==> src/rtl/frame_ctr_pkg.sv <==
// Shared types and widths for the frame sequencer and its readout FIFO.
package frame_ctr_pkg;
  localparam int ADDR_W = 18;
  localparam int DATA_W = 8;

  typedef enum logic [1:0] {
    IDLE = 2'd0,
    FILL = 2'd1,
    READ = 2'd2
  } state_e;
endpackage

==> src/rtl/frame_ctr_a_rd_skid_fifo.sv <==
// Two-entry FIFO that absorbs the BRAM read latency in front of the consumer.
module rd_skid_fifo
  import frame_ctr_pkg::*;
#(
  parameter int W = DATA_W + 1
) (
  input  logic         clk,
  input  logic         rst,
  input  logic         push_i,
  input  logic [W-1:0] push_data_i,
  input  logic         pop_i,
  output logic [W-1:0] head_o,
  output logic [1:0]   occ_o,
  output logic         full_o,
  output logic         empty_o
);
  logic [W-1:0] mem_q [2];
  logic         wr_ptr_q;
  logic         rd_ptr_q;
  logic [1:0]   occ_q;
  logic [1:0]   occ_d;
  logic         do_push;
  logic         do_pop;

  assign do_pop  = pop_i && (occ_q != 2'd0);
  // A full FIFO may still accept a push when the head leaves in the same cycle.
  assign do_push = push_i && ((occ_q != 2'd2) || do_pop);

  always_comb begin
    occ_d = occ_q;
    case ({do_push, do_pop})
      2'b10:   occ_d = occ_q + 2'd1;
      2'b01:   occ_d = occ_q - 2'd1;
      default: occ_d = occ_q;
    endcase
  end

  always_ff @(posedge clk or posedge rst) begin
    if (rst) begin
      mem_q[0] <= '0;
      mem_q[1] <= '0;
      wr_ptr_q <= 1'b0;
      rd_ptr_q <= 1'b0;
      occ_q    <= 2'd0;
    end else begin
      if (do_push) begin
        mem_q[wr_ptr_q] <= push_data_i;
        wr_ptr_q        <= ~wr_ptr_q;
      end
      if (do_pop) begin
        rd_ptr_q <= ~rd_ptr_q;
      end
      occ_q <= occ_d;
    end
  end

  assign head_o  = mem_q[rd_ptr_q];
  assign occ_o   = occ_q;
  assign full_o  = (occ_q == 2'd2);
  assign empty_o = (occ_q == 2'd0);
endmodule

==> src/rtl/frame_ctr_a.sv <==
// Frame sequencer: fills the pixel BRAM with one raster frame, then streams it
// back in raster order over valid/ready, owning the single BRAM port throughout.
module frame_ctr_a
  import frame_ctr_pkg::*;
#(
  parameter int unsigned MAX_ROW = 360,
  parameter int unsigned MAX_COL = 540
) (
  input  logic              clk,
  input  logic              rst,
  input  logic              start_i,
  input  logic [DATA_W-1:0] pixel_i,
  input  logic              pixel_en_i,
  output logic              ena_o,
  output logic              wea_o,
  output logic [ADDR_W-1:0] addra_o,
  output logic [DATA_W-1:0] d2mema_o,
  input  logic [DATA_W-1:0] mem2da_i,
  output logic [DATA_W-1:0] rd_data_o,
  output logic              rd_valid_o,
  input  logic              rd_ready_i,
  output logic              rd_last_o,
  output logic              busy_o,
  output logic              done_o,
  output logic              err_o
);
  localparam int unsigned FRAME_PIX = MAX_ROW * MAX_COL;
  localparam int          CNT_W     = ADDR_W + 1;
  localparam logic [CNT_W-1:0] LAST_ADDR = CNT_W'(FRAME_PIX - 1);

  state_e           state_q;
  // One bit wider than the BRAM address so "all reads issued" is representable.
  logic [CNT_W-1:0] addr_q;
  logic             inflight_q;
  logic             inflight_last_q;
  logic             err_q;
  logic             done_q;

  logic [DATA_W:0]  fifo_head;
  logic [1:0]       fifo_occ;
  logic             fifo_full;
  logic             fifo_empty;
  logic             pop;
  logic             final_xfer;
  logic             issue;
  logic [2:0]       pending;

  assign pop        = ~fifo_empty & rd_ready_i;
  assign final_xfer = (state_q == READ) & pop & fifo_head[DATA_W];
  assign pending    = {1'b0, fifo_occ} + {2'b00, inflight_q} - {2'b00, pop};
  assign issue      = (state_q == READ) && (addr_q <= LAST_ADDR) &&
                      (pending < 3'd2) && !(fifo_full && !pop);

  always_ff @(posedge clk or posedge rst) begin
    if (rst) begin
      state_q         <= IDLE;
      addr_q          <= '0;
      inflight_q      <= 1'b0;
      inflight_last_q <= 1'b0;
      err_q           <= 1'b0;
      done_q          <= 1'b0;
    end else begin
      done_q          <= 1'b0;
      inflight_q      <= issue;
      inflight_last_q <= issue && (addr_q == LAST_ADDR);
      if (pixel_en_i && (state_q != FILL)) begin
        err_q <= 1'b1;
      end
      case (state_q)
        IDLE: begin
          addr_q <= '0;
          if (start_i) begin
            state_q <= FILL;
            err_q   <= 1'b0;
          end
        end
        FILL: begin
          if (pixel_en_i) begin
            if (addr_q == LAST_ADDR) begin
              addr_q  <= '0;
              state_q <= READ;
            end else begin
              addr_q <= addr_q + 1'b1;
            end
          end
        end
        READ: begin
          if (issue) begin
            addr_q <= addr_q + 1'b1;
          end
          if (final_xfer) begin
            state_q <= IDLE;
            addr_q  <= '0;
            done_q  <= 1'b1;
          end
        end
        default: state_q <= IDLE;
      endcase
    end
  end

  // Write path is combinational so a pixel reaches the BRAM in its own cycle.
  always_comb begin
    ena_o    = 1'b0;
    wea_o    = 1'b0;
    d2mema_o = '0;
    case (state_q)
      FILL: begin
        ena_o    = pixel_en_i;
        wea_o    = 1'b1;
        d2mema_o = pixel_en_i ? pixel_i : '0;
      end
      READ:    ena_o = issue;
      default: ena_o = 1'b0;
    endcase
  end

  assign addra_o = addr_q[ADDR_W-1:0];

  rd_skid_fifo #(.W(DATA_W + 1)) u_rd_fifo (
    .clk         (clk),
    .rst         (rst),
    .push_i      (inflight_q),
    .push_data_i ({inflight_last_q, mem2da_i}),
    .pop_i       (pop),
    .head_o      (fifo_head),
    .occ_o       (fifo_occ),
    .full_o      (fifo_full),
    .empty_o     (fifo_empty)
  );

  assign rd_valid_o = ~fifo_empty;
  assign rd_data_o  = fifo_empty ? '0 : fifo_head[DATA_W-1:0];
  assign rd_last_o  = ~fifo_empty & fifo_head[DATA_W];
  assign busy_o     = (state_q != IDLE);
  assign done_o     = done_q;
  assign err_o      = err_q;
endmodule

==> config.mk <==
export PLATFORM = sky130hd
export DESIGN_NAME = frame_ctr_a
export DESIGN_NICKNAME = d
export VERILOG_FILES = /design/src/rtl/frame_ctr_pkg.sv /design/src/rtl/frame_ctr_a_rd_skid_fifo.sv /design/src/rtl/frame_ctr_a.sv
export SDC_FILE = /design/constraint.sdc
export NUM_CORES = 1
export LEC_CHECK = 0
export ABC_CLOCK_PERIOD_IN_PS = 8700
export CELL_PAD_IN_SITES_DETAIL_PLACEMENT = 0
export CELL_PAD_IN_SITES_GLOBAL_PLACEMENT = 1
export CORE_MARGIN = 3
export CORE_UTILIZATION = 30
export CTS_CLUSTER_SIZE = 25
export DETAILED_ROUTE_END_ITERATION = 8
export GPL_ROUTABILITY_DRIVEN = 1
export PLACE_DENSITY_LB_ADDON = 0.15
export SETUP_SLACK_MARGIN = 0.5
export SYNTH_ARGS = -nofsm -noshare
export SYNTH_HDL_FRONTEND = slang
export SYNTH_HIERARCHICAL = 1
export SYNTH_SLANG_ARGS = --single-unit
==> constraint.sdc <==
create_clock -name clk -period 8.7 [get_ports clk]
set_clock_uncertainty 0.15 [all_clocks]
set_input_delay 1.305 -clock clk [delete_from_list [all_inputs] [get_ports clk]]
set_output_delay 1.305 -clock clk [all_outputs]
set_load 0.01 [all_outputs]
; Yosys cells after proc, flatten, opt, wreduce, memory -nomap -nowiden
; Cells that the tools add are included.
[totals]
n_memories = 0
latch_bits = 0
input_bits = 21
ramBits = 0
output_inout_bits = 41
mem_bits_ro = 0
wordCells = 90
register_bits = 47
[op_classes]
addsub = 5
mux = 27
eq_ne = 13
n_reduce_logical = 20
shift = 0
multipliers = 0
n_div = 0
magnitude_cmp = 5
n_bitwise = 9
[ops]
columns = operator, n
row1 = $mux W19, 4
row2 = $pmux W19 S3, 1
row3 = $mux W9, 4
row4 = $mux W8, 3
row5 = $add A19 B1 Y19 const B, 1
row6 = $eq A19 B18 Y1 const B, 1
row7 = $le A19 B18 Y1 const B, 1
row8 = $bwmux W18, 1
row9 = $ne A2 B2 Y1 const B, 5
row10 = $demux W9 S1, 1
row11 = $logic_and A1 B1 Y1, 9
row12 = $mux W2, 4
row13 = $eq A2 B2 Y1 const B, 3
row14 = $mux W1, 6
row15 = $pmux W2 S3, 1
row16 = $reduce_bool A2 Y1, 3
row17 = $and A1 B1 Y1, 4
row18 = $eq A2 B1 Y1 const B, 2
row19 = $ge A2 B2 Y1 const B, 2
row20 = $logic_not A2 Y1, 2
row21 = $not A1 Y2, 2
row22 = $pmux W2 S2, 1
row23 = $reduce_and A4 Y1, 1
row24 = $add A2 B1 Y3, 1
row25 = 13 further kinds, 16

; Logic depth before layout (Yosys ltp)
; Gate-level depths: netlist of the first run.
[depth]
ltp_word = 10
ltp_mapped = 13
depth_no_buf = 11

; Modules after synthesis
; Netlist of the first run, hierarchy kept.
[modules_own_cells]
columns = module, cells_each, area_per_inst_um2, instances, seq_area_each_um2
row1 = frame_ctr_a, 212, 1834.3, 1, 625.6
row2 = rd_skid_fifo, 67, 993.5, 1, 550.5

; Worst setup path before layout of the first run
; Ideal clock, no wire load.
[synth_path]
path_kind = in2out
from = in rd_ready_i
to = out ena_o
path_buffers = 0
cell_stages = 10
path_slack_ns = 3.883
arrival_ns = 3.362
cell_sequence = nor2b_1 > ha_1 > nand2b_1 > fa_1 > xnor2_1 > o2111ai_1 > a211oi_1 > or2_2 > a21oi_1 > nor2_1
[synth_via]
elab_chain_cells = 6
[synth_rtl]
columns = item, line_no
row1 = start: declaration, frame_ctr_a.sv:21  ; input logic rd_ready_i,
row2 = $and A1 B1 Y1 *, frame_ctr_a.sv:48  ; assign pop = ~fifo_empty & rd_ready_i;
row3 = $sub A3 B1 Y3 or $logic_not A1 Y1 (tied branches), "frame_ctr_a.sv:50, frame_ctr_a.sv:52"
row4 = $lt A3 B2 Y1 or $logic_and A1 B1 Y1 (tied branches), frame_ctr_a.sv:52  ; (pending < 3'd2) && !(fifo_full && !pop);
row5 = $logic_and A1 B1 Y1 or $logic_not A1 Y1 (tied branches), "frame_ctr_a.sv:51, frame_ctr_a.sv:52"
row6 = $logic_and A1 B1 Y1 *, frame_ctr_a.sv:52
row7 = via issue, frame_ctr_a.sv:45  ; logic issue;
row8 = $pmux W1 S2 *, frame_ctr_a.sv:107  ; case (state_q)
row9 = end: declaration, frame_ctr_a.sv:14  ; output logic ena_o,
; The timed path passes the listed nets; every way through them passes the cells marked *.

; Worst setup path in the final report of the first run
[layout_path]
from = in rd_ready_i
to = out ena_o
[layout_via]
elab_chain_cells = 6
[layout_rtl]
columns = item, line_no
row1 = $and A1 B1 Y1 *, frame_ctr_a.sv:48
row2 = via pop, frame_ctr_a.sv:43  ; logic pop;
row3 = $sub A3 B1 Y3 or $logic_not A1 Y1 (tied branches), "frame_ctr_a.sv:50, frame_ctr_a.sv:52"
row4 = $lt A3 B2 Y1 or $logic_and A1 B1 Y1 (tied branches), frame_ctr_a.sv:52
row5 = $logic_and A1 B1 Y1 or $logic_not A1 Y1 (tied branches), "frame_ctr_a.sv:51, frame_ctr_a.sv:52"
row6 = $logic_and A1 B1 Y1 *, frame_ctr_a.sv:52
row7 = via issue, frame_ctr_a.sv:45
row8 = $pmux W1 S2 *, frame_ctr_a.sv:107
; Marked as above.

==> results of run 1 <==
==> per-layer routing <==
layer	up-vias	global-route usage	routed length, um
met5	-	0	0
met4	0	0.02988	51
met3	5	0.02368	236
met2	37	0.2200	3221
met1	1021	0.1708	3072
li1	1042	-	-
==> worst max-delay path, cell delays in order <==
cell and delay (ns):
sky130_fd_sc_hd__clkdlybuf4s50_1 0.50, sky130_fd_sc_hd__nor2b_1 0.30, sky130_fd_sc_hd__ha_1 0.29, sky130_fd_sc_hd__nand2b_1 0.15, sky130_fd_sc_hd__fa_1 0.38, sky130_fd_sc_hd__xnor2_1 0.17
sky130_fd_sc_hd__o2111ai_1 0.23, sky130_fd_sc_hd__a211oi_1 0.38, sky130_fd_sc_hd__or2_2 0.19, sky130_fd_sc_hd__a21oi_1 0.04, sky130_fd_sc_hd__nor2_1 0.10, sky130_fd_sc_hd__clkdlybuf4s50_1 0.55
==> synthesized netlist by cell type, types with 2 or more instances <==
master | count | share of area
sky130_fd_sc_hd__a21oi_1 | 9 | 0.016
sky130_fd_sc_hd__a31oi_1 | 3 | 0.0066
sky130_fd_sc_hd__and3_1 | 13 | 0.029
sky130_fd_sc_hd__and4_1 | 2 | 0.0062
sky130_fd_sc_hd__buf_2 | 4 | 0.0071
sky130_fd_sc_hd__buf_4 | 18 | 0.048
sky130_fd_sc_hd__buf_6 | 4 | 0.016
sky130_fd_sc_hd__clkbuf_1 | 6 | 0.0080
sky130_fd_sc_hd__dfrtp_1 | 47 | 0.42
sky130_fd_sc_hd__ha_1 | 8 | 0.035
sky130_fd_sc_hd__inv_1 | 16 | 0.021
sky130_fd_sc_hd__mux2_2 | 28 | 0.11
sky130_fd_sc_hd__nand2_1 | 11 | 0.015
sky130_fd_sc_hd__nand2b_1 | 3 | 0.0066
sky130_fd_sc_hd__nand3_1 | 8 | 0.014
sky130_fd_sc_hd__nor2_1 | 13 | 0.017
sky130_fd_sc_hd__nor2b_1 | 15 | 0.033
sky130_fd_sc_hd__nor3b_2 | 2 | 0.0088
sky130_fd_sc_hd__nor4b_1 | 2 | 0.0062
sky130_fd_sc_hd__o21ai_0 | 21 | 0.037
sky130_fd_sc_hd__o31ai_1 | 12 | 0.032
sky130_fd_sc_hd__o41ai_1 | 4 | 0.012
sky130_fd_sc_hd__xnor2_1 | 4 | 0.012
sky130_fd_sc_hd__xor2_1 | 2 | 0.0062
==> power groups by stage <==
| stage | registers, mW | logic, mW | clock network [mW] |
|---|---|---|---|
| 6_report | 0.267 | 0.286 | 0.145 |
| 5_1_grt | 0.271 | 0.318 | 0.162 |
| 4_1_cts | 0.268 | 0.290 | 0.152 |
| 3_5_place_dp | 0.273 | 0.289 | 0 |
| 3_3_place_gp | 0.272 | 0.289 | 0 |
| 2_1_floorplan | 0.259 | 0.201 | 0 |
==> final cells by class <==
type | count | share of cell area
Multi-Input combinational cell | 184 | 0.3959
Sequential cell | 47 | 0.3402
Timing Repair Buffer | 62 | 0.1788
Tap cell | 108 | 0.03909
Clock buffer | 6 | 0.02389
Inverter | 16 | 0.01737
Clock inverter | 2 | 0.004705
==> metrics by stage <==
| step | cells | instance area [um^2] | hold WS, ns | total power, mW |
|---|---|---|---|---|
| finish | 425 | 3457 | 0.3588 | 0.6977 |
| global placement | 417 | 3358 | 0.3336 | 0.5601 |
| CTS | 425 | 3457 | 0.3660 | 0.7105 |
| detailed placement | 417 | 3358 | 0.3422 | 0.5615 |
| floorplan | 279 | 2828 | 0.3236 | 0.4602 |
| global route | 425 | 3457 | 0.3735 | 0.7510 |
==> final timing paths <==
check / startpoint / end / slack (ns) / cells past startpoint
hold reg to reg: u_rd_fifo/mem_q[5] / u_rd_fifo/mem_q[5] / 0.36 / 1
setup reg to reg: u_rd_fifo/occ_o[0] / addr_q[13] / 4.19 / 12
max in group asynchronous: rst / state_q[1] / 6.33 / 2
hold / removal: u_rd_fifo/mem_q[5] / u_rd_fifo/mem_q[5] / 0.36 / 1
min in group asynchronous: rst / u_rd_fifo/mem_q[10] / 1.34 / 2
setup / recovery: rd_ready_i / ena_o / 2.68 / 12
==> registers in the layout (all words and copies together), names as in the netlist <==
name / count
state_q: 2
addr_q: 19
u_rd_fifo/rd_ptr_q: 1
inflight_last_q: 1
err_o: 1
u_rd_fifo/wr_ptr_q: 1
inflight_q: 1
u_rd_fifo/occ_o: 2
done_o: 1
u_rd_fifo/mem_q: 18
==> cell families after synthesis <==
| family | count (synthesis) |
|---|---|
| AND/OR/NAND/NOR | 82 |
| adder cells (fa/ha/maj) | 9 |
| multiplexers | 28 |
| XOR/XNOR | 6 |
| buffers and inverters | 48 |
| AO/OA/AOI/OAI | 59 |
| flip-flops | 47 |
==> results.env, run 1 <==
CTS-ROOT-BUF='sky130_fd_sc_hd__clkbuf_8'
POWER_SHARE_OF_THE_COMBINATIONAL_GROUP=0.409
CTS-RESIZED-GATES=0
DETAILEDPLACEMENTHPWL_UM=4582
SYNTHESIS.AREA_PER_INSTANCE_UM2=10.14
COUNT_OF_FILLER_CELLS_INSERTED_IN_THE_LAYOUT=906
DRT-INITIAL-DRC-COUNT=70
SETUP_VIOL=0
N_ANTENNA_CELL=0
RELSLEWSLACK=0.2973
NUMBER_OF_BUFFERS_INSERTED_DURING_CLOCK_TREE_SYNTHESIS=5
FINAL_NETS=346
HP-CLASS='reg2reg'
VIAS_PER_CELL=4.953
SYNTH_TOP_FLOP_CELL='sky130_fd_sc_hd__dfrtp_1'
FIN_CRIT_SH=0.6922
SYNTH_TOP_FAMILY_BY_AREA='simple AND/OR/NAND/NOR gates'
DIEHEIGHT_UM=103.1
LAYOUT.CELLS.MOST_COMMON='sky130_fd_sc_hd__clkdlybuf4s50_1'
DETAIL_ROUTE.WIRELENGTH_UM=6581
SYN-CELL-AREA_MM2=0.002828
TIMING.FINAL.CRIT_PERIOD_NS=6.022
POST_SYNTH_INST_COUNT=279
IO_PINS=62
COUNT_OF_BUFFERS_FROM_PORT_BUFFERING=61
SYNTHSIMPLEGATEAREAFRAC=0.1730
POST-ROUTE-DRC-COUNT=0
GR-USAGE-ALL-LAYERS=0.1294
POWER.SWITCHING_FRACTION=0.3599
FIN_UTIL=0.3870
POST_SYNTH_EDFFS=0
FLOORPLAN.INITIALDENSITY=0.3165
ROW_COUNT=34
GRT_MAX_DEGREE=26
TRITONCTS='built'
SYNTHXORXNORAREAFRAC=0.01858
PATH_MAX_FANOUT=4
PRE_CTS_SLACK_NS=2.685
HTREE_LEVELS=2
CLK_PATH_BUF_DEPTH=2
WORSTPATHREQUIRED_NS=7.24
SWITCHING_POWER_mW=0.2511
CORE_AREA_MM2=0.008934
POST-ROUTE-WORST-SETUP-SLACK_NS=2.678
INSERTION_DELAY_NS=0.30
PLACE_CONGESTION=0.6849
ROUTEDWLPERCELL_UM=15.48
POWER.IR.VDD_WORST_uV=72.94
SYNTH_SEQUENTIAL_AREA_RATIO=0.4159
TIMING.MAX_CAP.VIOLATIONS=0
CLK_PIN_SLEW_WORST_PATHS_NS=0.09
PWR-SHARE-SEQ=0.383
DIE_AREA_MM2=0.01063
LAYOUT-DRIVE-GT1-SHARE=0.1451
POWER.LEAKAGE_nW=1.481
SYNTH-ADDER-AREA-SHARE=0.04248
GLOBALROUTE.TOTALOVERFLOW=0
DETAIL_ROUTE.FIRST_PASS.ITERATIONS=4
POWER_DENSITY_mW_PER_MM2=201.8
SYNTH-SEQ-CELLS=47
CHIPWIDTH_UM=103.1
RESULT_OF_THE_RUN='finished, final reports clean'
MULTI_INPUT_AREA_MM2=0.001369
FIN_SETUP_TNS_NS=0
COMPOUND_GATE_PORTION_OF_THE_SYNTHESIZED_AREA=0.1385
SYNTH.DISTINCT_CELLS=48
FINAL_ANTENNA_NET_COUNT=0
GRT_ANTENNA_BEFORE_REPAIR=0
ACHIEVABLE-FREQUENCY_MHz=166.1
CRIT_ARRIVAL_NS=4.57
LEAST_MARGIN_PIN_SLEW_NS=1.053
GLOBAL_ROUTE_WIRE_LENGTH_BEFORE_REPAIR_UM=10780
CLOCK_POWER_SHARE=0.207
SEQ_AREA_MM2=0.001176
FIRST_GLOBAL_VIAS=2080
LAYOUT-AREA-OVERHEAD-VS-SYNTH_PCT=22.26
YOSYSWARNINGS=6
VIAS=2105
SETUP.WORST_PATH.CLASS='in2out'
FINAL_HOLD_VIOL_COUNT=0
SETUP.WORST_PATH.START_CLASS='primary input'
INTERNAL_POWER_mW=0.4466
CLOCK-SINKS=47
RSZ0062_AT_GRT='no'
FINALMAXSLEWVIOLATIONS=0
SYNTH.NET_COUNT=309
FINAL_CELL_MIX='61 x sky130_fd_sc_hd__clkdlybuf4s50_1, 47 x sky130_fd_sc_hd__dfrtp_1, 28 x sky130_fd_sc_hd__mux2_2'
POST_SYNTH_MUX_AREA_SHARE=0.1115
CTS_HOLD_BUF=0
CTS_SETUP_BUFFERS=0
POSTSYNTH.ASYNCRESETSHARE=1.000
CP-END-KIND='primary output'
Note: power is estimated with default switching activity, not from simulation.
==> run 2, diff against run 1 <==
- ABC_CLOCK_PERIOD_IN_PS: 8700 -> 5000
- clock period: 8.7 -> 5 ns (I/O delays scaled with it)
==> run 2 against run 1 <==
Effect of this change: utilization increased by 0.85 points; critical path depth unchanged; register-to-register slack worse by 2.7 ns; highest routed layer unchanged; sequential power grew 74%; critical path type unchanged; sequential share of layout area shrank 0.73 points; die area unchanged; critical endpoint unchanged.
==> results.env, run 2 (synthesis gave the netlist of run 1 again) <==
FIN_CRIT_SH=0.8485
CTS_HOLD_BUF=0  # unchanged
IO_PINS=62  # unchanged
TIMING.CRITICAL_PATH.FROM='rd_ready_i'
TIMING.MAX_CAP.VIOLATIONS=0  # unchanged
POWER.IR.VDD_WORST_uV=120.6  # +65%
CRITICAL_PATH.CELL_CHAIN='clkdlybuf4s50_1, nor2b_2, ha_1, nand2b_1, fa_1, xnor2_1, o2111ai_2, a211oi_2, or2_2, a21oi_1, nor2_1, dlygate4sd2_1'
CTS-ROOT-BUF='sky130_fd_sc_hd__clkbuf_8'
COUNT_OF_FILLER_CELLS_INSERTED_IN_THE_LAYOUT=914  # +0.88%
WORST_R2R_STARTPOINT='u_rd_fifo/occ_o[0]'
FIRST_GLOBAL_VIAS=2111  # +1.5%
POWER_DENSITY_mW_PER_MM2=371.1  # +84%
DETAIL_ROUTE.FIRST_PASS.ITERATIONS=4  # unchanged
POST-ROUTE-DRC-COUNT=0  # unchanged
CLOCK-SINKS=47  # unchanged
RSZ0062_AT_GRT='no'
SLOWEST_DELAY_NS=0.49  # -0.06 ns
FINAL_CELL_MIX='60 x sky130_fd_sc_hd__clkdlybuf4s50_1, 47 x sky130_fd_sc_hd__dfrtp_1, 28 x sky130_fd_sc_hd__mux2_2'
LEAST_MARGIN_PIN_SLEW_NS=1.033  # -0.01950 ns
GRT_MAX_DEGREE=26  # unchanged
GR-USAGE-ALL-LAYERS=0.1295  # about the same
TIMING.FINAL.CRIT_PERIOD_NS=4.242
WORSTHOLDSTART='u_rd_fifo/mem_q[4]'
TRITONCTS='built'
FIN_HOLD_WS_NS=0.3581  # -0.0006660 ns
CLK_PATH_BUF_DEPTH=2  # unchanged
HTREE_LEVELS=2  # unchanged
WORSTSETUPPATHDEPTH=12  # unchanged
DETAIL_ROUTE.WIRELENGTH_UM=6586  # about the same
LARGEST_REGISTER_FFS=19  # unchanged
POWER.LEAKAGE_nW=1.527  # +3.1%
WORSTPATHREQUIRED_NS=4.10  # -3.14 ns
GRT_ANTENNA_BEFORE_REPAIR=0  # unchanged
ROUTEDWLPERCELL_UM=15.35  # -0.86%
FF2FF_SETUP_SLACK_NS=1.53  # -2.66 ns
N_ANTENNA_CELL=0  # unchanged
PATH_DELAY_FAMILY='buffers and inverters'
CRIT_ARRIVAL_NS=3.34  # -1.23 ns
DETAILEDPLACEMENTHPWL_UM=4699  # +2.5%
GLOBAL_ROUTE_WIRE_LENGTH_BEFORE_REPAIR_UM=10830  # +0.45%
FINAL_NETS=350  # +1.2%
DIE_AREA_MM2=0.01063  # unchanged
FINAL_CELL_AREA_MM2=0.003533  # +2.2%
WORST_PATH_MAX_DELAY_CELL='sky130_fd_sc_hd__clkdlybuf4s50_1'
CRITICAL_PATH.ENDPOINT='ena_o'
RESULT_OF_THE_RUN='finished, final reports clean'
VIAS_PER_CELL=4.781  # -3.5%
PLACE_CONGESTION=0.7099  # +3.7%
FINALMAXSLEWVIOLATIONS=0  # unchanged
FINAL_HOLD_VIOL_COUNT=0  # unchanged
CP-END-KIND='primary output'
ROW_COUNT=34  # unchanged
CLK_PIN_SLEW_WORST_PATHS_NS=0.09  # about the same
COUNT_OF_BUFFERS_FROM_PORT_BUFFERING=61  # unchanged
INSERTION_DELAY_NS=0.29  # about the same
SETUP.WORST_PATH.CLASS='in2out'
DRT-INITIAL-DRC-COUNT=100  # +43%
PLACED_AREA_MM2=0.003381  # +0.67%
FINAL_ANTENNA_NET_COUNT=0  # unchanged
ACHIEVABLE-FREQUENCY_MHz=235.7
CHIPWIDTH_UM=103.1  # unchanged
FIN_SETUP_TNS_NS=0  # unchanged
WORST-PATH-BUF-INV=2  # unchanged
SETUP_VIOL=0  # unchanged
GLOBALROUTE.TOTALOVERFLOW=0  # unchanged
LAYOUT.CELLS.MOST_COMMON='sky130_fd_sc_hd__clkdlybuf4s50_1'
LAYOUT-AREA-OVERHEAD-VS-SYNTH_PCT=24.96
STDCELL_COUNT=429  # +0.94%
CORE_AREA_MM2=0.008934  # unchanged
PATH_MAX_FANOUT=3  # -1
DP_CELL_COUNT=420  # +0.72%
LAYOUT-DRIVE-GT1-SHARE=0.1620  # +0.01688
RELSLEWSLACK=0.3103  # +0.01301
NUMBER_OF_BUFFERS_INSERTED_DURING_CLOCK_TREE_SYNTHESIS=5  # unchanged
FF2FF_PATH_DEPTH=12  # unchanged
LARGEST_REGISTER='addr_q'
HP-CLASS='reg2reg'
SETUP.WORST_PATH.START_CLASS='primary input'
VIAS=2051  # -2.6%
DIEHEIGHT_UM=103.1  # unchanged
CRIT-REG2REG-CAPTURE='addr_q[13]'
FLOORPLAN.INITIALDENSITY=0.3165  # unchanged
TOP_REGS='addr_q x19, u_rd_fifo/mem_q x18'
run 2: worst register-to-register path, delay by kind of cell (launching register included):
kind / cells / cell delay, ns
xor+xnor: 1 / 0.20
simple gates: 4 / 0.89
fa+ha+maj: 2 / 0.64
compound gates: 4 / 0.88
flops: 1 / 0.47
buf+inv: 1 / 0.15
run 2: timing repair:
action	4_1_cts	5_1_grt
buffers inserted	1	0
resized for setup	4	0
endpoints found under the setup margin	1	0
run 2: power by group:
group | internal [mW] | switching [mW]
logic | 0.263 | 0.253
clock network | 0.200 | 0.131
registers | 0.413 | 0.0516
total | 0.876 | 0.436
run 2: layout make-up:
type / instances / area [um^2] / share of cell area
Clock inverter: 2 / 60.06 / 0.01700
Multi-Input combinational cell: 184 / 1383 / 0.3913
Inverter: 16 / 60.06 / 0.01700
Tap cell: 108 / 135.1 / 0.03824
Clock buffer: 6 / 72.57 / 0.02054
Timing Repair Buffer: 66 / 646.9 / 0.1831
Sequential cell: 47 / 1176 / 0.3329
run 2: worst min-delay path by stage:
| stage | cells past startpoint | slack (ns) | to |
|---|---|---|---|
| floorplan | 1 | 0.32 | addr_q[9] |
| global placement | 1 | 0.33 | u_rd_fifo/mem_q[4] |
| detailed placement | 1 | 0.34 | u_rd_fifo/mem_q[4] |
| CTS | 1 | 0.36 | u_rd_fifo/mem_q[4] |
| global route | 1 | 0.37 | u_rd_fifo/mem_q[7] |
| finish | 1 | 0.36 | u_rd_fifo/mem_q[4] |
run 2: routing by layer:
metal  track usage  up-vias  share of wire  wire (um)
li1              -     1044              -          -
met3       0.02639        2          0.030        200
met2        0.2097       24           0.47       3075
met5             0        -              0          0
met4       0.01793        0         0.0036         24
met1        0.1833      981           0.50       3286
run 2: stage by stage:
step                power, mW    util  setup WS [ns]
detailed placement     0.9955  0.3784         0.2632
global route            1.404  0.3955         0.5812
floorplan              0.8007       -          1.293
finish                  1.311  0.3955         0.7577
global placement       0.9937  0.3784         0.3249
CTS                     1.334  0.3955         0.7580
